`src/rtl/register_file_sb.sv`:
```
// Register file with scoreboard: XLEN x NUM_REGS storage, x0 hardwired to zero, per-register busy bits.
// Latency: reads and busy lookups are combinational; writes, issues and busy_count update on the clk edge.
// Backpressure: issue_ready drops while issue_rd is busy and is not being written back this cycle.
// Optional feature macro: REGFILE_BYPASS_EN (write-through forwarding onto the read ports).
module register_file_sb #(
  parameter int XLEN     = 32,
  parameter int NUM_REGS = 32,
  parameter int ADDR_W   = 5
) (
  input  logic              clk,
  input  logic              reset,
  input  logic              reg_write,
  input  logic [ADDR_W-1:0] rd,
  input  logic [XLEN-1:0]   write_data,
  input  logic [ADDR_W-1:0] rs1,
  input  logic [ADDR_W-1:0] rs2,
  output logic [XLEN-1:0]   read_data1,
  output logic [XLEN-1:0]   read_data2,
  output logic              rs1_busy,
  output logic              rs2_busy,
  input  logic              issue_valid,
  input  logic [ADDR_W-1:0] issue_rd,
  output logic              issue_ready,
  output logic [ADDR_W:0]   busy_count
);

  localparam logic [ADDR_W:0] NUM_REGS_W = (ADDR_W+1)'(NUM_REGS);

  logic [XLEN-1:0]     regs [NUM_REGS];
  logic [NUM_REGS-1:0] busy;
  logic [NUM_REGS-1:0] busy_nxt;
  logic [ADDR_W:0]     cnt_nxt;
  logic                wr_en;
  logic                iss_en;

  // Indices at or beyond NUM_REGS address nothing.
  function automatic logic in_rng(input logic [ADDR_W-1:0] a);
    return ({1'b0, a} < NUM_REGS_W);
  endfunction

  assign wr_en  = reg_write && (rd != '0) && in_rng(rd);
  assign iss_en = issue_valid && issue_ready && (issue_rd != '0) && in_rng(issue_rd);

  // A writeback to issue_rd in the same cycle frees the slot, so issue may proceed.
  always_comb begin
    issue_ready = 1'b1;
    if ((issue_rd != '0) && in_rng(issue_rd) && busy[issue_rd] &&
        !(reg_write && (rd == issue_rd)))
      issue_ready = 1'b0;
  end

  // Next busy vector: writeback clears first, then issue sets, so a same-cycle issue wins.
  always_comb begin
    busy_nxt = busy;
    if (wr_en)
      busy_nxt[rd] = 1'b0;
    if (iss_en)
      busy_nxt[issue_rd] = 1'b1;
  end

  // Population count of the next busy vector, registered alongside the bits.
  always_comb begin
    cnt_nxt = '0;
    for (int i = 0; i < NUM_REGS; i++)
      cnt_nxt = cnt_nxt + {{ADDR_W{1'b0}}, busy_nxt[i]};
  end

  // Register storage; reset clears everything, x0 is never written.
  always_ff @(posedge clk or negedge reset) begin
    if (!reset) begin
      for (int i = 0; i < NUM_REGS; i++)
        regs[i] <= '0;
    end else if (wr_en) begin
      regs[rd] <= write_data;
    end
  end

  // Scoreboard bits and their count.
  always_ff @(posedge clk or negedge reset) begin
    if (!reset) begin
      busy       <= '0;
      busy_count <= '0;
    end else begin
      busy       <= busy_nxt;
      busy_count <= cnt_nxt;
    end
  end

  // Read ports: x0 and out-of-range read as zero and never busy.
  always_comb begin
    read_data1 = '0;
    read_data2 = '0;
    rs1_busy   = 1'b0;
    rs2_busy   = 1'b0;
    if ((rs1 != '0) && in_rng(rs1)) begin
      read_data1 = regs[rs1];
      rs1_busy   = busy[rs1];
    end
    if ((rs2 != '0) && in_rng(rs2)) begin
      read_data2 = regs[rs2];
      rs2_busy   = busy[rs2];
    end
`ifdef REGFILE_BYPASS_EN
    // Forward the in-flight writeback so decode sees it this cycle.
    if (wr_en && (rd == rs1)) begin
      read_data1 = write_data;
      rs1_busy   = 1'b0;
    end
    if (wr_en && (rd == rs2)) begin
      read_data2 = write_data;
      rs2_busy   = 1'b0;
    end
`else
    // No forwarding: reads show committed state until the edge.
`endif
  end

endmodule

```
`config.mk`:
```
export PLATFORM = sky130hd
export DESIGN_NAME = register_file_sb
export DESIGN_NICKNAME = d
export VERILOG_FILES = /design/src/rtl/register_file_sb.sv
export SDC_FILE = /design/constraint.sdc
export NUM_CORES = 2
export LEC_CHECK = 0
export BUFFER_PORTS_ARGS = -buffer_cell sky130_fd_sc_hd__buf_4
export CAP_MARGIN = 20
export CORE_MARGIN = 3
export CORE_UTILIZATION = 50
export DETAILED_ROUTE_END_ITERATION = 8
export PLACE_DENSITY = 0.7
export RECOVER_POWER = 50
export SLEW_MARGIN = 0
export SYNTH_ARGS = -nofsm -noshare
export SYNTH_HDL_FRONTEND = slang
export SYNTH_SLANG_ARGS = --single-unit
```
`constraint.sdc`:
```
create_clock -name clk -period 6.8 [get_ports clk]
set_clock_uncertainty 0.1 [all_clocks]
set_input_delay 1.36 -clock clk [delete_from_list [all_inputs] [get_ports clk]]
set_output_delay 1.36 -clock clk [all_outputs]
set_load 0.005 [all_outputs]
```
==> impl_metrics.env <==
export IMPL_status="finished with violations"
export IMPL_violations="capacitance limit, slew limit"
export IMPL_fin_area_um2=63600
export IMPL_p_leak_nw=27.9
export IMPL_ios=129
export IMPL_critPathKind="in2reg"
export IMPL_hold_viol_final=0
export IMPL_root_buffer="clkbuf_16"
export IMPL_worstMarginPinSlew_ns=4.81
export IMPL_dr_total_vias=34400
export IMPL_p_per_area_nw_per_um2=328
export IMPL_power_frac_comb=0.289
export IMPL_sequentialPowerShare=0.405
export IMPL_grt_util_all_layers=0.275
export IMPL_drive_above_1_share=0.562
export IMPL_p_int_mw=14.9
export IMPL_yosysWarnings=0
export IMPL_cp_end_kind="flop"
export IMPL_rows=123
export IMPL_grt_max_degree=192
export IMPL_dieArea_um2=119000
export IMPL_crit_top_cell="fa_1"
export IMPL_cp_cell_sequence="buf_4, or3b_4, o22ai_2, nor3_1, a22oi_2, buf_4, o21ai_2, fa_1, inv_1, fa_1, inv_2, fa_2, fa_1, inv_1, fa_1, fa_1, inv_1, ha_2, inv_2, fa_2, inv_1, a21o_1, a21oi_2, xnor2_1"
export IMPL_synth_enable_flop_cells=0
export IMPL_pwr_share_clk=0.306
export IMPL_relSlewSlack=-2.21
export IMPL_maxCapViolCount=2
export IMPL_core_area_um2=113000
export IMPL_cp_max_fo=9
export IMPL_syn_nets=3697
export IMPL_area_growth_pct=11.1
export IMPL_hp_class="reg2reg"
export IMPL_peakVddDrop_mv=1.92
export IMPL_h_tree_depth=3
export IMPL_clk_pin_slew_ns=0.06
export IMPL_synth_seq_area_share=0.464
export IMPL_synthTopCellsByArea="dfrtp_1 (46%), mux4_2 (23%), mux2_2 (19%)"
export IMPL_finalSetupViolations=0
export IMPL_grt_pass1_wl_um=240000
export IMPL_ant_nets=0
export IMPL_insertion_delay_ns=0.69
export IMPL_slowest_delay_ns=0.56
export IMPL_grt_pass1_vias=36000
export IMPL_syn_area_um2=57300
export IMPL_place_area_um2=59800
export IMPL_cts_tree="done"
export IMPL_fin_crit_ns=6.57
export IMPL_antenna_found_initial=6
export IMPL_hp_start="regs[1023]"
export IMPL_cts_buffers=113
export IMPL_p_total_mw=20.9
export IMPL_synth_top_cell_area_share=0.464
export IMPL_clk_path_buf_depth=3
export IMPL_yosysTopAreaCell="dfrtp_1"
export IMPL_nNetsFinal=3663
export IMPL_synthArstFlopShare=1.00
export IMPL_crit_path_top_delay_cell="fa_1"
export IMPL_swShare=0.285
export IMPL_drt_initial_drc_count=3319
export IMPL_hold_buffers=0
export IMPL_vias_per_cell=6.64
export IMPL_drc=0
export IMPL_dp_final_hpwl_um=88000
export IMPL_required_ns=7.27
export IMPL_start_kind="input pin"
export IMPL_arrival_ns=7.04
export IMPL_syn_instance_count=3610
export IMPL_die_h_um=344
export IMPL_portBuffers=128
export IMPL_min_period_over_period=0.966
export IMPL_slew_violations=123
export IMPL_wl_per_cell_um=31.1
export IMPL_utilization=0.563
export IMPL_synth_flop_cell="dfrtp_1"
export IMPL_die_w_um=344
export IMPL_holdWs_ns=0.291
export IMPL_synth_avg_cell_area_um2=15.9
export IMPL_ys_seq_elements=1062
export IMPL_n_fill_cell=8941
export IMPL_r2r_start="busy[5]"
export IMPL_worstSetupStartpoint="issue_rd[4]"
export IMPL_initial_core_util=0.506
export IMPL_rsz0062_at_grt="no"
export IMPL_clock_fmax_mhz=152
export IMPL_grt_overflow_total=0
export IMPL_cts_sinks=1062
export IMPL_power_switching_mw=5.94
export IMPL_routabilityCongestion=0.909
export IMPL_wirelength_um=161000
export IMPL_synth_cell_type_count=50
export IMPL_drtPass1Iterations=5
-- per-layer routing --
layer  vias to the layer above  GRT usage  part of all wire
met1                     19000      0.388              0.42
met3                       273     0.0451             0.062
met4                         2     0.0989             0.036
li1                      13900          -                 -
met2                      1148      0.436              0.48
met5                         -          0          0.000081
-- synthesized netlist by cell type, drive strengths merged, types with 12 or more instances --
cell type / count
dfrtp: 1062
mux2: 992
mux4: 594
clkbuf: 215
buf: 201
mux2i: 148
o22ai: 78
a21o: 69
inv: 34
o21ai: 33
nand2: 32
nor2: 31
fa: 24
nor3: 12
-- worst paths after layout --
check	end	slack [ns]	cells after the start
worst max-delay path	busy_count[4]	0.23	24
worst min-delay path	regs[1023]	0.29	0
worst max register to register	busy_count[4]	0.86	23
worst min register to register	regs[1023]	0.29	0
max in group asynchronous	regs[246]	0.92	2
min in group asynchronous	busy[31]	2.55	1
-- area by class of cell --
type / count / area, um2 / area share
flip-flops and latches: 1062 / 26600 / 0.418
well taps: 1500 / 1880 / 0.0295
multi-input cells: 2098 / 28900 / 0.454
diodes: 5 / 12.5 / 0.000197
clock inverters: 51 / 611 / 0.00959
inverters: 34 / 128 / 0.00201
clock buffers: 159 / 3230 / 0.0508
repair buffers: 267 / 2300 / 0.0361
-- stage by stage --
stage	std cells	worst slack (ns)	setup TNS, ns
floorplan	3610	-0.0886	-0.121
global placement	4959	-0.471	-1.91
CTS	5170	0.245	0
finish	5176	0.233	0
detailed placement	4960	-0.466	-1.85
global route	5174	0.00920	0
-- cell families (layout without fill, tap and decap cells) --
logic type | Yosys count | count (layout) | share of synthesized area
xor+xnor | 8 | 8 | 0.00122
other cells | 0 | 5 | 0
fa+ha+maj | 31 | 31 | 0.00992
buf+inv | 450 | 511 | 0.0355
mux | 1734 | 1734 | 0.455
flops | 1062 | 1062 | 0.464
compound gates | 210 | 210 | 0.0245
simple gates | 115 | 115 | 0.0102
-- flip-flops by register name, summed over array words and instances (netlist names) --
| signal | flops |
|---|---|
| busy | 32 |
| busy_count | 6 |
| regs | 1024 |
-- power groups by stage --
stage | logic, mW | registers (mW) | clock network [mW]
floorplan | 4.49 | 8.23 | 0
global placement | 5.99 | 8.45 | 0
detailed placement | 6.10 | 8.53 | 0
CTS | 6.13 | 8.43 | 6.50
global route | 6.66 | 8.61 | 6.76
finish | 6.03 | 8.46 | 6.40
-- critical path: cells and delay by family --
| kind | cells | cell delay (ns) |
|---|---|---|
| AO/OA/AOI/OAI | 5 | 0.87 |
| XOR/XNOR | 1 | 0.12 |
| adder cells (fa/ha/maj) | 8 | 3.47 |
| AND/OR/NAND/NOR | 2 | 0.50 |
| buffers and inverters | 8 | 0.72 |
-- timing repair --
item	in CTS	in global routing
resized for setup	0	0
endpoints found under the setup margin	0	1
setup buffers	0	0
-- placed cells by master (no fill, tap or decap), types with 3 or more instances in the layout --
cell type | Yosys | final
mux2_2 | 966 | 966
or2_2 | 3 | 3
ha_1 | 7 | 6
fa_2 | 0 | 3
clkbuf_16 | 0 | 113
buf_4 | 4 | 220
mux2_1 | 26 | 26
or3_2 | 0 | 4
o21ai_1 | 0 | 4
clkbuf_1 | 215 | 35
xnor2_1 | 8 | 8
nand2_2 | 0 | 12
inv_1 | 34 | 32
o31ai_1 | 3 | 3
clkinv_2 | 0 | 32
dfrtp_1 | 1062 | 1062
o21ai_0 | 33 | 27
nor2_1 | 31 | 20
clkbuf_8 | 0 | 25
diode_2 | 0 | 5
mux4_2 | 594 | 594
bufinv_16 | 0 | 12
nor3_1 | 10 | 8
inv_6 | 0 | 4
a21o_1 | 69 | 69
nand2_1 | 32 | 20
nor2b_1 | 3 | 3
nand3b_1 | 4 | 4
fa_1 | 24 | 21
nand2b_1 | 7 | 5
nor2_4 | 0 | 11
o22ai_1 | 78 | 71
o21a_1 | 8 | 8
buf_12 | 0 | 22
mux2i_1 | 148 | 148
or3b_4 | 0 | 3
o22ai_2 | 0 | 7
a2bb2oi_1 | 3 | 3
buf_8 | 0 | 4
Note: power is estimated with default switching activity, not from simulation.
